===== config.mk =====
export PLATFORM = sky130hd
export DESIGN_NAME = mc_ctrl_fsm_flat
export DESIGN_NICKNAME = d
export VERILOG_FILES = /design/src/rtl/mc_ctrl_fsm_if.sv /design/src/rtl/mc_ctrl_fsm.sv /design/src/flat_wrapper.sv
export SDC_FILE = /design/constraint.sdc
export NUM_CORES = 1
export LEC_CHECK = 0
export BUFFER_PORTS_ARGS = -buffer_cell sky130_fd_sc_hd__buf_2
export CORE_UTILIZATION = 35
export CTS_CLUSTER_SIZE = 8
export DETAILED_ROUTE_END_ITERATION = 10
export PLACE_DENSITY_LB_ADDON = 0.15
export SYNTH_ARGS = -nofsm -noshare
export SYNTH_HDL_FRONTEND = slang
export SYNTH_SLANG_ARGS = --single-unit

===== constraint.sdc =====
create_clock -name clk -period 2.35 [get_ports clk]
set_input_delay 0.47 -clock clk [delete_from_list [all_inputs] [get_ports clk]]
set_output_delay 0.47 -clock clk [all_outputs]
set_load 0.01 [all_outputs]

===== src/rtl/mc_ctrl_fsm_if.sv =====
// ----------------------------------------------------------------------------
// mc_ctrl_fsm_if
// Bundle of control/status signals between the multi-cycle MIPS control
// sequencer and the shared datapath.
//
// Signals:
//   opcode[5:0]     IR[31:26], sampled by the sequencer in DECODE
//   zero            ALU zero flag
//   mem_ready       memory completes the current access this cycle
//   pc_write        unconditional PC load
//   pc_write_cond   PC load if zero
//   pc_en           pc_write | (pc_write_cond & zero)
//   iord            memory address source: 0 = PC, 1 = ALUOut
//   mem_read        memory read request
//   mem_write       memory write request
//   ir_write        IR load
//   reg_dst         write register: 1 = rd, 0 = rt
//   mem_to_reg      write data: 1 = MDR, 0 = ALUOut
//   reg_write       register-file write enable
//   alu_src_a       0 = PC, 1 = A
//   alu_src_b[1:0]  00 = B, 01 = 4, 10 = sext imm, 11 = sext imm << 2
//   alu_op[1:0]     00 add, 01 sub, 10 funct
//   pc_source[1:0]  00 = ALU result, 01 = ALUOut, 10 = jump target
//   state[3:0]      current sequencer state code (debug)
//   err             sticky trap flag
//
// Modports: master = sequencer, slave = datapath side.
// ----------------------------------------------------------------------------
interface mc_ctrl_fsm_if;
  logic [5:0] opcode;
  logic       zero;
  logic       mem_ready;
  logic       pc_write;
  logic       pc_write_cond;
  logic       pc_en;
  logic       iord;
  logic       mem_read;
  logic       mem_write;
  logic       ir_write;
  logic       reg_dst;
  logic       mem_to_reg;
  logic       reg_write;
  logic       alu_src_a;
  logic [1:0] alu_src_b;
  logic [1:0] alu_op;
  logic [1:0] pc_source;
  logic [3:0] state;
  logic       err;

  modport master (
    input  opcode, zero, mem_ready,
    output pc_write, pc_write_cond, pc_en, iord, mem_read, mem_write,
           ir_write, reg_dst, mem_to_reg, reg_write, alu_src_a,
           alu_src_b, alu_op, pc_source, state, err
  );

  modport slave (
    output opcode, zero, mem_ready,
    input  pc_write, pc_write_cond, pc_en, iord, mem_read, mem_write,
           ir_write, reg_dst, mem_to_reg, reg_write, alu_src_a,
           alu_src_b, alu_op, pc_source, state, err
  );
endinterface


===== src/rtl/mc_ctrl_fsm.sv =====
// ----------------------------------------------------------------------------
// mc_ctrl_fsm
// Multi-cycle MIPS control sequencer. Steps the shared datapath through
// FETCH/DECODE/EXECUTE/MEM/WB for R-type, lw, sw and beq, waits on the memory
// ready handshake and traps illegal opcodes and memory timeouts into a sticky
// ERR state that only rst leaves.
//
// Ports:
//   clk   system clock, rising edge
//   rst   asynchronous, active-high reset (all outputs forced to 0 while high)
//   bus   mc_ctrl_fsm_if.master: opcode/zero/mem_ready in, datapath controls,
//         state and err out
//
// Parameters:
//   MEM_TIMEOUT  wait cycles allowed per memory access (0 = no timeout)
//
// Optional feature:
//   MC_CTRL_JUMP_EN  when defined, opcode 2 runs a 3-cycle jump through the
//                    JUMP state; otherwise opcode 2 is illegal and traps.
// ----------------------------------------------------------------------------
module mc_ctrl_fsm #(
  parameter int unsigned MEM_TIMEOUT = 15
) (
  input logic           clk,
  input logic           rst,
  mc_ctrl_fsm_if.master bus
);

  typedef enum logic [3:0] {
    ST_FETCH    = 4'd0,
    ST_DECODE   = 4'd1,
    ST_MEM_ADDR = 4'd2,
    ST_MEM_RD   = 4'd3,
    ST_MEM_WB   = 4'd4,
    ST_MEM_WR   = 4'd5,
    ST_EXEC_R   = 4'd6,
    ST_R_WB     = 4'd7,
    ST_BRANCH   = 4'd8,
`ifdef MC_CTRL_JUMP_EN
    ST_JUMP     = 4'd9,
`endif
    ST_ERR      = 4'd15
  } state_t;

  localparam logic [5:0] OP_RTYPE = 6'd0;
  localparam logic [5:0] OP_J     = 6'd2;
  localparam logic [5:0] OP_BEQ   = 6'd4;
  localparam logic [5:0] OP_LW    = 6'd35;
  localparam logic [5:0] OP_SW    = 6'd43;

  // The counter holds the number of wait cycles already spent; the trap fires
  // on the wait cycle that would bring it to MEM_TIMEOUT.
  localparam logic [7:0] TO_LAST = (MEM_TIMEOUT == 32'd0) ? 8'd0 : 8'(MEM_TIMEOUT - 32'd1);

  state_t     state_r;
  state_t     state_nxt_s;
  logic [5:0] opcode_r;
  logic [7:0] wait_cnt_r;
  logic       wait_st_s;
  logic       timeout_s;

  logic       pc_write_s;
  logic       pc_write_cond_s;
  logic       iord_s;
  logic       mem_read_s;
  logic       mem_write_s;
  logic       ir_write_s;
  logic       reg_dst_s;
  logic       mem_to_reg_s;
  logic       reg_write_s;
  logic       alu_src_a_s;
  logic [1:0] alu_src_b_s;
  logic [1:0] alu_op_s;
  logic [1:0] pc_source_s;
  logic       err_s;

  assign wait_st_s = (state_r == ST_FETCH) || (state_r == ST_MEM_RD) || (state_r == ST_MEM_WR);
  // mem_ready on the deadline cycle wins over the trap.
  assign timeout_s = (MEM_TIMEOUT != 32'd0) && !bus.mem_ready && (wait_cnt_r == TO_LAST);

  // State register, latched opcode and memory wait counter.
  always_ff @(posedge clk or posedge rst) begin
    if (rst) begin
      state_r    <= ST_FETCH;
      opcode_r   <= 6'd0;
      wait_cnt_r <= 8'd0;
    end else begin
      state_r <= state_nxt_s;
      if (state_r == ST_DECODE) begin
        opcode_r <= bus.opcode;
      end else begin
        opcode_r <= opcode_r;
      end
      // Any state change clears the counter, covering entry to every wait state.
      if (state_nxt_s != state_r) begin
        wait_cnt_r <= 8'd0;
      end else if (wait_st_s && !bus.mem_ready && (wait_cnt_r != 8'hFF)) begin
        wait_cnt_r <= wait_cnt_r + 8'd1;
      end else begin
        wait_cnt_r <= wait_cnt_r;
      end
    end
  end

  // Next-state decode.
  always_comb begin
    state_nxt_s = state_r;
    case (state_r)
      ST_FETCH: begin
        if (bus.mem_ready)  state_nxt_s = ST_DECODE;
        else if (timeout_s) state_nxt_s = ST_ERR;
        else                state_nxt_s = ST_FETCH;
      end
      ST_DECODE: begin
        case (bus.opcode)
          OP_RTYPE:     state_nxt_s = ST_EXEC_R;
          OP_LW, OP_SW: state_nxt_s = ST_MEM_ADDR;
          OP_BEQ:       state_nxt_s = ST_BRANCH;
`ifdef MC_CTRL_JUMP_EN
          OP_J:         state_nxt_s = ST_JUMP;
`endif
          default:      state_nxt_s = ST_ERR;
        endcase
      end
      ST_MEM_ADDR: begin
        case (opcode_r)
          OP_LW:   state_nxt_s = ST_MEM_RD;
          OP_SW:   state_nxt_s = ST_MEM_WR;
          default: state_nxt_s = ST_ERR;
        endcase
      end
      ST_MEM_RD: begin
        if (bus.mem_ready)  state_nxt_s = ST_MEM_WB;
        else if (timeout_s) state_nxt_s = ST_ERR;
        else                state_nxt_s = ST_MEM_RD;
      end
      ST_MEM_WB: state_nxt_s = ST_FETCH;
      ST_MEM_WR: begin
        if (bus.mem_ready)  state_nxt_s = ST_FETCH;
        else if (timeout_s) state_nxt_s = ST_ERR;
        else                state_nxt_s = ST_MEM_WR;
      end
      ST_EXEC_R: state_nxt_s = ST_R_WB;
      ST_R_WB:   state_nxt_s = ST_FETCH;
      ST_BRANCH: state_nxt_s = ST_FETCH;
`ifdef MC_CTRL_JUMP_EN
      ST_JUMP:   state_nxt_s = ST_FETCH;
`endif
      ST_ERR:    state_nxt_s = ST_ERR;
      default:   state_nxt_s = ST_ERR;
    endcase
  end

  // Output decode from the current state (FETCH strobes qualified by mem_ready).
  always_comb begin
    pc_write_s      = 1'b0;
    pc_write_cond_s = 1'b0;
    iord_s          = 1'b0;
    mem_read_s      = 1'b0;
    mem_write_s     = 1'b0;
    ir_write_s      = 1'b0;
    reg_dst_s       = 1'b0;
    mem_to_reg_s    = 1'b0;
    reg_write_s     = 1'b0;
    alu_src_a_s     = 1'b0;
    alu_src_b_s     = 2'b00;
    alu_op_s        = 2'b00;
    pc_source_s     = 2'b00;
    err_s           = 1'b0;
    case (state_r)
      ST_FETCH: begin
        mem_read_s  = 1'b1;
        alu_src_b_s = 2'b01;
        ir_write_s  = bus.mem_ready;
        pc_write_s  = bus.mem_ready;
      end
      ST_DECODE: begin
        alu_src_b_s = 2'b11;
      end
      ST_MEM_ADDR: begin
        alu_src_a_s = 1'b1;
        alu_src_b_s = 2'b10;
      end
      ST_MEM_RD: begin
        mem_read_s = 1'b1;
        iord_s     = 1'b1;
      end
      ST_MEM_WB: begin
        reg_write_s  = 1'b1;
        mem_to_reg_s = 1'b1;
      end
      ST_MEM_WR: begin
        mem_write_s = 1'b1;
        iord_s      = 1'b1;
      end
      ST_EXEC_R: begin
        alu_src_a_s = 1'b1;
        alu_op_s    = 2'b10;
      end
      ST_R_WB: begin
        reg_write_s = 1'b1;
        reg_dst_s   = 1'b1;
      end
      ST_BRANCH: begin
        alu_src_a_s     = 1'b1;
        alu_op_s        = 2'b01;
        pc_write_cond_s = 1'b1;
        pc_source_s     = 2'b01;
      end
`ifdef MC_CTRL_JUMP_EN
      ST_JUMP: begin
        pc_write_s  = 1'b1;
        pc_source_s = 2'b10;
      end
`endif
      ST_ERR: begin
        err_s = 1'b1;
      end
      default: begin
        err_s = 1'b1;
      end
    endcase
  end

  // rst gates every output combinationally so no strobe leaks while reset is held.
  assign bus.pc_write      = ~rst & pc_write_s;
  assign bus.pc_write_cond = ~rst & pc_write_cond_s;
  assign bus.pc_en         = ~rst & (pc_write_s | (pc_write_cond_s & bus.zero));
  assign bus.iord          = ~rst & iord_s;
  assign bus.mem_read      = ~rst & mem_read_s;
  assign bus.mem_write     = ~rst & mem_write_s;
  assign bus.ir_write      = ~rst & ir_write_s;
  assign bus.reg_dst       = ~rst & reg_dst_s;
  assign bus.mem_to_reg    = ~rst & mem_to_reg_s;
  assign bus.reg_write     = ~rst & reg_write_s;
  assign bus.alu_src_a     = ~rst & alu_src_a_s;
  assign bus.alu_src_b     = rst ? 2'b00 : alu_src_b_s;
  assign bus.alu_op        = rst ? 2'b00 : alu_op_s;
  assign bus.pc_source     = rst ? 2'b00 : pc_source_s;
  assign bus.err           = ~rst & err_s;
  assign bus.state         = state_r;

endmodule


===== src/flat_wrapper.sv =====
// flat-port wrapper written by rule: the top's interface ports become plain ports
module mc_ctrl_fsm_flat 
#(
  parameter int unsigned MEM_TIMEOUT = 15
)
  (clk, rst, bus_opcode, bus_zero, bus_mem_ready, bus_pc_write, bus_pc_write_cond, bus_pc_en, bus_iord, bus_mem_read, bus_mem_write, bus_ir_write, bus_reg_dst, bus_mem_to_reg, bus_reg_write, bus_alu_src_a, bus_alu_src_b, bus_alu_op, bus_pc_source, bus_state, bus_err);
  mc_ctrl_fsm_if bus_i ();
  input logic clk;
  input logic rst;
  input wire logic [$bits(bus_i.opcode)-1:0] bus_opcode;
  input wire logic [$bits(bus_i.zero)-1:0] bus_zero;
  input wire logic [$bits(bus_i.mem_ready)-1:0] bus_mem_ready;
  output wire logic [$bits(bus_i.pc_write)-1:0] bus_pc_write;
  output wire logic [$bits(bus_i.pc_write_cond)-1:0] bus_pc_write_cond;
  output wire logic [$bits(bus_i.pc_en)-1:0] bus_pc_en;
  output wire logic [$bits(bus_i.iord)-1:0] bus_iord;
  output wire logic [$bits(bus_i.mem_read)-1:0] bus_mem_read;
  output wire logic [$bits(bus_i.mem_write)-1:0] bus_mem_write;
  output wire logic [$bits(bus_i.ir_write)-1:0] bus_ir_write;
  output wire logic [$bits(bus_i.reg_dst)-1:0] bus_reg_dst;
  output wire logic [$bits(bus_i.mem_to_reg)-1:0] bus_mem_to_reg;
  output wire logic [$bits(bus_i.reg_write)-1:0] bus_reg_write;
  output wire logic [$bits(bus_i.alu_src_a)-1:0] bus_alu_src_a;
  output wire logic [$bits(bus_i.alu_src_b)-1:0] bus_alu_src_b;
  output wire logic [$bits(bus_i.alu_op)-1:0] bus_alu_op;
  output wire logic [$bits(bus_i.pc_source)-1:0] bus_pc_source;
  output wire logic [$bits(bus_i.state)-1:0] bus_state;
  output wire logic [$bits(bus_i.err)-1:0] bus_err;
  assign bus_i.opcode = bus_opcode;
  assign bus_i.zero = bus_zero;
  assign bus_i.mem_ready = bus_mem_ready;
  assign bus_pc_write = bus_i.pc_write;
  assign bus_pc_write_cond = bus_i.pc_write_cond;
  assign bus_pc_en = bus_i.pc_en;
  assign bus_iord = bus_i.iord;
  assign bus_mem_read = bus_i.mem_read;
  assign bus_mem_write = bus_i.mem_write;
  assign bus_ir_write = bus_i.ir_write;
  assign bus_reg_dst = bus_i.reg_dst;
  assign bus_mem_to_reg = bus_i.mem_to_reg;
  assign bus_reg_write = bus_i.reg_write;
  assign bus_alu_src_a = bus_i.alu_src_a;
  assign bus_alu_src_b = bus_i.alu_src_b;
  assign bus_alu_op = bus_i.alu_op;
  assign bus_pc_source = bus_i.pc_source;
  assign bus_state = bus_i.state;
  assign bus_err = bus_i.err;
  mc_ctrl_fsm #(.MEM_TIMEOUT(MEM_TIMEOUT)) u_core (.clk(clk), .rst(rst), .bus(bus_i));
endmodule

; ---- After elaboration in Yosys (flattened, before gate mapping)
; Index checks and enable logic that the tools add are counted.
[word_totals]
out_inout_bits = 22
regBits = 18
in_bits = 10
elab_cells = 77
[op_classes]
n_bitwise = 14
n_eq_ne = 16
addsub = 1
n_reduce_logical = 16
muxes = 27
[ops]
columns = op, n
row1 = 4-bit one-hot mux with 7 select lines, 1
row2 = "6-bit equality test, second input constant", 4
row3 = 4-bit 2-to-1 mux, 6
row4 = "4-bit by 3-bit equality test with 1-bit output, second input constant", 4
row5 = 8-bit 2-to-1 mux, 2
row6 = 1-bit AND, 12
row7 = 1-bit 2-to-1 mux, 12
row8 = 4-bit one-hot mux with 3 select lines, 1
row9 = 9-bit OR reduction, 1
row10 = "8-bit by 1-bit adder with 8-bit output, second input constant", 1
row11 = "4-bit by 2-bit equality test with 1-bit output, second input constant", 2
row12 = "8-bit by 4-bit equality test with 1-bit output, second input constant", 1
row13 = "8-bit inequality test, second input constant", 1
row14 = 4-bit one-hot mux with 2 select lines, 1
row15 = 2-bit OR reduction, 4
row16 = "6-bit by 3-bit equality test with 1-bit output, second input constant", 1
row17 = 6-bit zero test, 1
row18 = 2-bit one-hot mux with 3 select lines, 1
row19 = 3-bit OR reduction, 2
row20 = "4-bit by 1-bit equality test with 1-bit output, second input constant", 1
row21 = "4-bit equality test, second input constant", 1
row22 = 4-bit zero test, 1
row23 = 2-bit 2-to-1 mux, 2
row24 = 4-bit inequality test, 1
row25 = other kinds (7), 10

; ---- Depth between registers and ports, before layout
; Gate-level depths: netlist of run 1.
[depth]
depth_word = 7
ltp_mapped = 8
depth_no_buf = 7

; ---- Least setup slack after synthesis of run 1
; Ideal clock, no wire load.
[synth_timing]
path_type = flip-flop to output port
startpoint = register u_core.state_r[1] (netlist: u_core.bus.state[1])
endpoint = output bus_pc_write
required_ns = 1.880
arrival_time_ns = 1.776
n_path_buf = 3
slack_ns = 0.104
path_stages_with_launch = 6
cell_sequence = dfrtp_1 > buf_2 > or2_1 > clkbuf_1 > nor4b_1 > buf_4
[synth_via]
elab_chain_cells = 3
[synth_lines]
columns = element, line
row1 = from (decl), mc_ctrl_fsm.sv:55  ; state_t state_r;
row2 = from (signal assigned), mc_ctrl_fsm.sv:88  ; state_r <= state_nxt_s;
row3 = 4-bit zero test, --
row4 = 1-bit 2-to-1 mux, --
row5 = 1-bit AND, --
row6 = to (decl), flat_wrapper.sv:13  ; output wire logic [$bits(bus_i.pc_write)-1:0] bus_pc_write;
; Every way passes these cells.

; ---- Worst setup path after layout of run 1
[layout_timing]
startpoint = register u_core.state_r[2] (netlist: u_core.bus.state[2])
endpoint = register u_core.wait_cnt_r[3]
[layout_via]
elab_cells_between_ends = 18
cone_classes = eq/ne: 9 / mux: 2 / reduce/logical: 7
[layout_rtl]
columns = element, line
row1 = 4-bit by 3-bit equality test with 1-bit output / 4-bit equality test (equally long branches), mc_ctrl_fsm.sv:108  ; case (state_r)
row2 = 3-bit OR reduction (no source line), --
row3 = 4-bit one-hot mux with 7 select lines *, mc_ctrl_fsm.sv:108
row4 = via u_core.state_nxt_s[1], mc_ctrl_fsm.sv:56  ; state_t state_nxt_s;
row5 = 4-bit inequality test *, mc_ctrl_fsm.sv:95  ; if (state_nxt_s != state_r) begin
row6 = 8-bit 2-to-1 mux / 2-bit nonzero test (equally long branches), --
row7 = to (signal assigned), mc_ctrl_fsm.sv:98  ; wait_cnt_r <= wait_cnt_r + 8'd1;
row8 = to (signal assigned), mc_ctrl_fsm.sv:100  ; wait_cnt_r <= wait_cnt_r;
row9 = to (decl), mc_ctrl_fsm.sv:58  ; logic [7:0] wait_cnt_r;
; Mark *: on every way through the listed nets, which the timed path passes. The rest lies on a longest branch.
; A chain may end at the register's enable or synchronous reset.

==> results.json, run 1 <==
{
  "status": "finished clean",
  "rsz0062_at_grt": "false",
  "fin_nets": 234,
  "synth.area.mux_share": 0.0320,
  "netlist_area_um2": 1450,
  "synthArstFlopShare": 1.00,
  "vias_per_cell": 5.54,
  "start_util": 0.380,
  "yosys_warnings": 0,
  "reg2regPathDepth": 6,
  "pre_cts_slack_ps": -166,
  "firstDrtPassIters": 4,
  "p_per_area_nw_per_um2": 324,
  "ios": 32,
  "clk_latency_ps": 260,
  "postRouteAntennaNets": 0,
  "cts_made_buffers": 3,
  "vdd_drop_max_mv": 0.301,
  "grt_antenna_before_repair": 0,
  "grt_overflow": 0,
  "synthDistinctLibCells": 55,
  "track_usage": 0.198,
  "maxCapViolCount": 0,
  "yosysSeqAreaShare": 0.312,
  "critPathArrivalTime_ps": 2400,
  "fmax_ghz": 0.444,
  "fill_cells": 375,
  "critPathLaunchType": "flop",
  "synthAdderAreaFrac": 0.0173,
  "postCtsHoldBufs": 0,
  "critPathKind": "reg2reg",
  "cts_tree": "done",
  "synth_compound_area_frac": 0.175,
  "fin_skew_ps": 13.4,
  "hold_viol": 0,
  "cts_sinks": 18,
  "wl_per_cell_um": 14.4,
  "area_growth_pct": 32.7,
  "drive_gt1_frac": 0.376,
  "synth-simple-area-share": 0.342,
  "die-area_um2": 4390,
  "synthFlopType": "dfrtp_1",
  "h-tree-depth": 1,
  "synth_edf_count": 0,
  "post-route-min-period_ps": 2250,
  "synth_top_area_cell": "dfrtp_1",
  "portBuffers": 30,
  "rows": 22,
  "p_leak_nw": 0.859,
  "final_cell_area_um2": 1920,
  "vias": 1490,
  "multi_input_area_um2": 972,
  "regArea_um2": 455,
  "critical_path.endpoint_type": "flop",
  "post_dp_cell_area_um2": 1750,
  "fin_ws_ps": 98.0,
  "synth-seq-cells": 18,
  "clockRootBuffer": "clkbuf_8",
  "drt_iter0_drc": 71,
  "setup_viol": 0,
  "report.final.slew_viol_count": 0,
  "clkTransAtPathRegs_ps": 80,
  "cp.required_ps": 2500,
  "clock_path_buffers": 2,
  "fin_crit_sh": 0.958,
  "dp_hpwl_um": 2990,
  "grt_pass1_wl_um": 6780,
  "critPathMaxFanout": 8,
  "die_w_um": 66.3,
  "num_antenna_cells": 0,
  "wirelength_um": 3880,
  "gp_congestion": 0.932,
  "drc": 0,
  "die_h_um": 66.3,
  "synthTopCellsByArea": "dfrtp_1 31%, nand2_1 5.5%, xor2_1 4.8%, nor2_1 3.6%, nor4_1 3.5%",
  "grt_pass1_vias": 1415,
  "yosysTopAreaCellShare": 0.312,
  "hold_path.class": "in2async",
  "syn_avg_cell_area_um2": 8.26,
  "synth_top_family_by_area": "simple AND/OR/NAND/NOR gates",
  "synth_cells": 175,
  "coreArea_um2": 3800,
  "grt_start_max_net_pins": 20,
  "synth_nets": 187,
  "synth_xor_area_frac": 0.0545
}
timing repair:
item | CTS | global route
endpoints found under the setup margin | 11 | 11
hold endpoints to repair | 0 | 0
pin swaps | 0 | 1
resized for setup | 6 | 14
setup buffers | 3 | 1
area by class of cell:
cell class              instances  area share
clock buffers                   4      0.0287
multi-input cells             137       0.507
well taps                      48      0.0313
inverters                       6      0.0117
repair buffers                 56       0.184
flip-flops and latches         18       0.237
where the power goes:
part	switching, mW	internal, mW	total (mW)
Sequential	0.00209	0.310	0.312
Combinational	0.0315	0.0195	0.0510
Clock	0.110	0.149	0.259
path summary, 6_finish.rpt:
kind	slack (ps)	startpoint	to
setup / recovery	100	u_core.bus.state[2]$_DFF_PP0_	u_core.wait_cnt_r[3]$_DFFE_PP0P_
hold / removal	310	rst	u_core.bus.state[3]$_DFF_PP0_
setup reg to reg	100	u_core.bus.state[2]$_DFF_PP0_	u_core.wait_cnt_r[3]$_DFFE_PP0P_
hold reg to reg	480	u_core.opcode_r[2]$_DFFE_PP0P_	u_core.opcode_r[2]$_DFFE_PP0P_
max in group asynchronous	1800	rst	u_core.bus.state[2]$_DFF_PP0_
min in group clk	440	bus_opcode[3]	u_core.opcode_r[3]$_DFFE_PP0P_
cells by family after synthesis:
| logic type | count (synthesis) |
|---|---|
| other cells | 1 |
| simple gates | 86 |
| flops | 18 |
| buf+inv | 20 |
| compound gates | 36 |
| fa+ha+maj | 2 |
| mux | 3 |
| xor+xnor | 9 |
routing by layer:
layer,vias up,GRT usage,routed length (um)
li1,729,-,-
met1,724,0.269,1750
met2,32,0.334,1950
met3,5,0.0155,131
met4,0,0.0559,46
met5,-,0,0
placed cells by master (no fill, tap or decap), types with 5 or more instances in the layout:
cell type,synthesis,final
buf_2,3,30
buf_4,4,24
nand2_1,21,21
nor2_1,14,14
dfrtp_1,18,14
o21ai_0,10,9
xor2_1,8,8
inv_1,6,6
nand3_1,5,5
nor4_1,8,5
nor3_1,6,5
worst max-delay path, cell delays in order, from the launching register on:
cell,delay [ps]
dfrtp_2,460
and2b_1,170
o21ai_0,190
o311ai_2,180
or4_4,600
mux2i_4,250
nor4_1,300
state kept, by name (all words and copies together), names as in the netlist:
name	flops
u_core.wait_cnt_r	8
u_core.opcode_r	6
u_core.bus.state	4
per-stage QoR:
step           hold slack [ps]   util  std cells  TNS (ps)  total power, mW
6_report                   314  0.505        269         0            0.622
2_1_floorplan              423      -        175         0            0.340
3_3_place_gp               458  0.460        261         0            0.366
5_1_grt                    348  0.505        269         0            0.649
4_1_cts                    313  0.489        268         0            0.624
3_5_place_dp               462  0.460        261      -618            0.367
cell usage after synthesis (2+ instances only):
library cell,count
nand2_1,21
dfrtp_1,18
nor2_1,14
o21ai_0,10
nor4_1,8
xor2_1,8
clkbuf_1,6
inv_1,6
nor3_1,6
nand3_1,5
a21oi_1,4
buf_4,4
nand4_1,4
and3_1,3
buf_2,3
o21a_1,3
or3_1,3
a211oi_1,2
a211oi_2,2
a21o_1,2
a31oi_1,2
and4_1,2
and4b_1,2
ha_1,2
nand2b_1,2
o21bai_1,2
or2_1,2
or4_1,2
Note: power is estimated with default switching activity, not from simulation.
==> inputs of run 2 (changes only) <==
--- a/config.mk
+++ b/config.mk
@@ -5,8 +5,10 @@
 export SDC_FILE = /design/constraint.sdc
 export NUM_CORES = 1
 export LEC_CHECK = 0
+export ABC_CLOCK_PERIOD_IN_PS = 1900
 export BUFFER_PORTS_ARGS = -buffer_cell sky130_fd_sc_hd__buf_2
 export CORE_UTILIZATION = 35
+export CTS_BUF_LIST = sky130_fd_sc_hd__clkbuf_4
 export CTS_CLUSTER_SIZE = 8
 export DETAILED_ROUTE_END_ITERATION = 10
 export PLACE_DENSITY_LB_ADDON = 0.15
==> constraint.sdc (replaced) <==
create_clock -name clk -period 1.9 [get_ports clk]
set_input_delay 0.38 -clock clk [delete_from_list [all_inputs] [get_ports clk]]
set_output_delay 0.38 -clock clk [all_outputs]
set_load 0.01 [all_outputs]
==> run 2 against run 1 <==
  * The run now ends with negative setup slack left
  * Die area unchanged
  * Sequential share of layout area down 5.1 points
  * Maximum frequency down 0.94%
  * Flip-flop and latch count unchanged
  * First-iteration DRC count up 35%
  * Final cell count up 16%
  * Total power up 7.2%
  * Critical path depth up 2
  * Combinational power up 62%
  * Critical endpoint unchanged
  * Largest cell class unchanged
==> results.json, run 2 (synthesis gave the netlist of run 1 again) <==
{
  "seq_power_share": 0.577,
  "layout_common_cells": "45 x buf_4, 29 x buf_2, 23 x buf_6, 20 x nand2_1, 14 x dfrtp_1",
  "cp.required_ps": 2070,
  "fmax_ghz": 0.440,
  "gp_congestion": 0.850,
  "hold_viol": 0,
  "status": "finished, violations left",
  "regMostFlops": "u_core.wait_cnt_r",
  "clkTransAtPathRegs_ps": 110,
  "vdd_drop_max_mv": 0.426,
  "clock_power_share": 0.299,
  "critPathKind": "reg2reg",
  "p_leak_nw": 1.13,
  "die-area_um2": 4390,
  "post-route-min-period_ps": 2270,
  "clock_path_buffers": 2,
  "die_h_um": 66.3,
  "start_util": 0.380,
  "fin_skew_ps": 10.1,
  "critical_path.endpoint_type": "flop",
  "grt_pass1_wl_um": 7380,
  "fill_cells": 287,
  "violations": "negative setup slack",
  "clockRootBuffer": "clkbuf_4",
  "fin_crit_sh": 1.20,
  "wirelength_um": 5170,
  "vias_per_cell": 5.52,
  "rr_endpoint": "u_core.wait_cnt_r[3]$_DFFE_PP0P_",
  "fin_nets": 278,
  "grt_pass1_vias": 1653,
  "hold_path.class": "in2async",
  "critPathLaunchType": "flop",
  "postRouteAntennaNets": 0,
  "intPower_uw": 495,
  "grt_start_max_net_pins": 17,
  "grt_antenna_before_repair": 0,
  "track_usage": 0.222,
  "num_antenna_cells": 0,
  "rows": 22,
  "rsz0062_at_grt": "true",
  "post-route-util": 0.643,
  "area_growth_pct": 69.1,
  "crit_path_max_incr_delay_ps": 560,
  "setup_viol": 23,
  "fin_hold_ws_ps": 60.8,
  "vias": 1728,
  "comb_power_share": 0.124,
  "h-tree-depth": 1,
  "p_per_area_nw_per_um2": 273,
  "die_w_um": 66.3,
  "coreArea_um2": 3800,
  "grt_overflow": 0,
  "largest_reg_flops": 8,
  "report.final.slew_viol_count": 0,
  "cts_sinks": 18,
  "firstDrtPassIters": 4,
  "clk_latency_ps": 300,
  "postCtsHoldBufs": 0,
  "dp_hpwl_um": 3320,
  "cts_tree": "done",
  "p_sw_uw": 172,
  "wl_per_cell_um": 16.5,
  "fin_setup_tns_ps": -5870,
  "critPathMaxFanout": 8,
  "ios": 32,
  "cts_made_buffers": 3,
  "swShare": 0.259,
  "crit_path_frequent_cell": "buf_6",
  "r2r_start": "u_core.bus.state[1]$_DFF_PP0_",
  "drc": 0,
  "crit_chain": "buf_6, or4bb_4, buf_6, nand2_1, o211ai_1, nand4b_2, mux2i_4, nor4_1",
  "r2r_slack_ps": -370,
  "fin_ws_ps": -373,
  "final_common_cell": "buf_4",
  "maxCapViolCount": 0,
  "drive_gt1_frac": 0.551,
  "slowest_stage": "or4bb_4",
  "portBuffers": 30,
  "drt_iter0_drc": 96,
  "critPathArrivalTime_ps": 2450,
  "pre_cts_slack_ps": -346,
  "reg2regPathDepth": 8
}
-- run 2: changes by cell type in the layout (fill, tap and decap cells not counted), moves of 4 or more --
cell      delta
clkbuf_8     -4
buf_4       +21
nor2_1       -6
buf_6       +21
-- run 2: power by group through the flow --
stage / registers [mW] / clock network (mW) / logic (mW)
6_report: 0.385 / 0.199 / 0.0828
5_1_grt: 0.385 / 0.221 / 0.0901
4_1_cts: 0.385 / 0.203 / 0.0760
3_5_place_dp: 0.393 / 0 / 0.0700
3_3_place_gp: 0.393 / 0 / 0.0681
2_1_floorplan: 0.393 / 0 / 0.0301
-- run 2: what timing repair did --
item / in CTS / in global routing
resized for setup: 30 / 37
cloned: 0 / 0
setup buffers: 14 / 12
setup endpoints to repair: 25 / 26
pin swaps: 18 / 16
-- run 2: layer usage --
metal  track usage  routed length, um
met3        0.0259                236
met1         0.285               2170
met5             0                  0
met4        0.0824                104
met2         0.380               2660
-- run 2: worst max path at each step --
stage                                                   to  cells after the start  slack (ps)                           from
after floorplan           u_core.wait_cnt_r[1]$_DFFE_PP0P_                      6         -90                  bus_opcode[0]
after global placement    u_core.wait_cnt_r[1]$_DFFE_PP0P_                      7        -290                  bus_opcode[0]
after detailed placement  u_core.wait_cnt_r[7]$_DFFE_PP0P_                      7        -350                  bus_opcode[0]
after CTS                 u_core.wait_cnt_r[2]$_DFFE_PP0P_                      8        -290  u_core.bus.state[1]$_DFF_PP0_
after global routing      u_core.wait_cnt_r[1]$_DFFE_PP0P_                      8        -460  u_core.bus.state[1]$_DFF_PP0_
final                     u_core.wait_cnt_r[3]$_DFFE_PP0P_                      8        -370  u_core.bus.state[1]$_DFF_PP0_
-- run 2: layout make-up --
class / count / area, um2 / share of cell area
Multi-Input combinational cell: 137 / 1090 / 0.445
Timing Repair Buffer: 100 / 792 / 0.324
Sequential cell: 18 / 455 / 0.186
Tap cell: 48 / 60.1 / 0.0246
Clock buffer: 3 / 22.5 / 0.00922
Inverter: 6 / 22.5 / 0.00922
Clock inverter: 1 / 3.75 / 0.00154
-- run 2: through the flow --
step / instance area (um2) / power (mW) / instances
global route: 2440 / 0.696 / 313
global placement: 1970 / 0.461 / 287
CTS: 2220 / 0.664 / 304
finish: 2440 / 0.667 / 313
detailed placement: 1970 / 0.463 / 287
floorplan: 1510 / 0.423 / 175
-- run 2: worst max-delay path: cells and delay by family, from the launching register on --
kind / cells / cell delay (ps)
simple gates: 4 / 900
flops: 1 / 480
mux: 1 / 390
buf+inv: 2 / 280
compound gates: 1 / 110
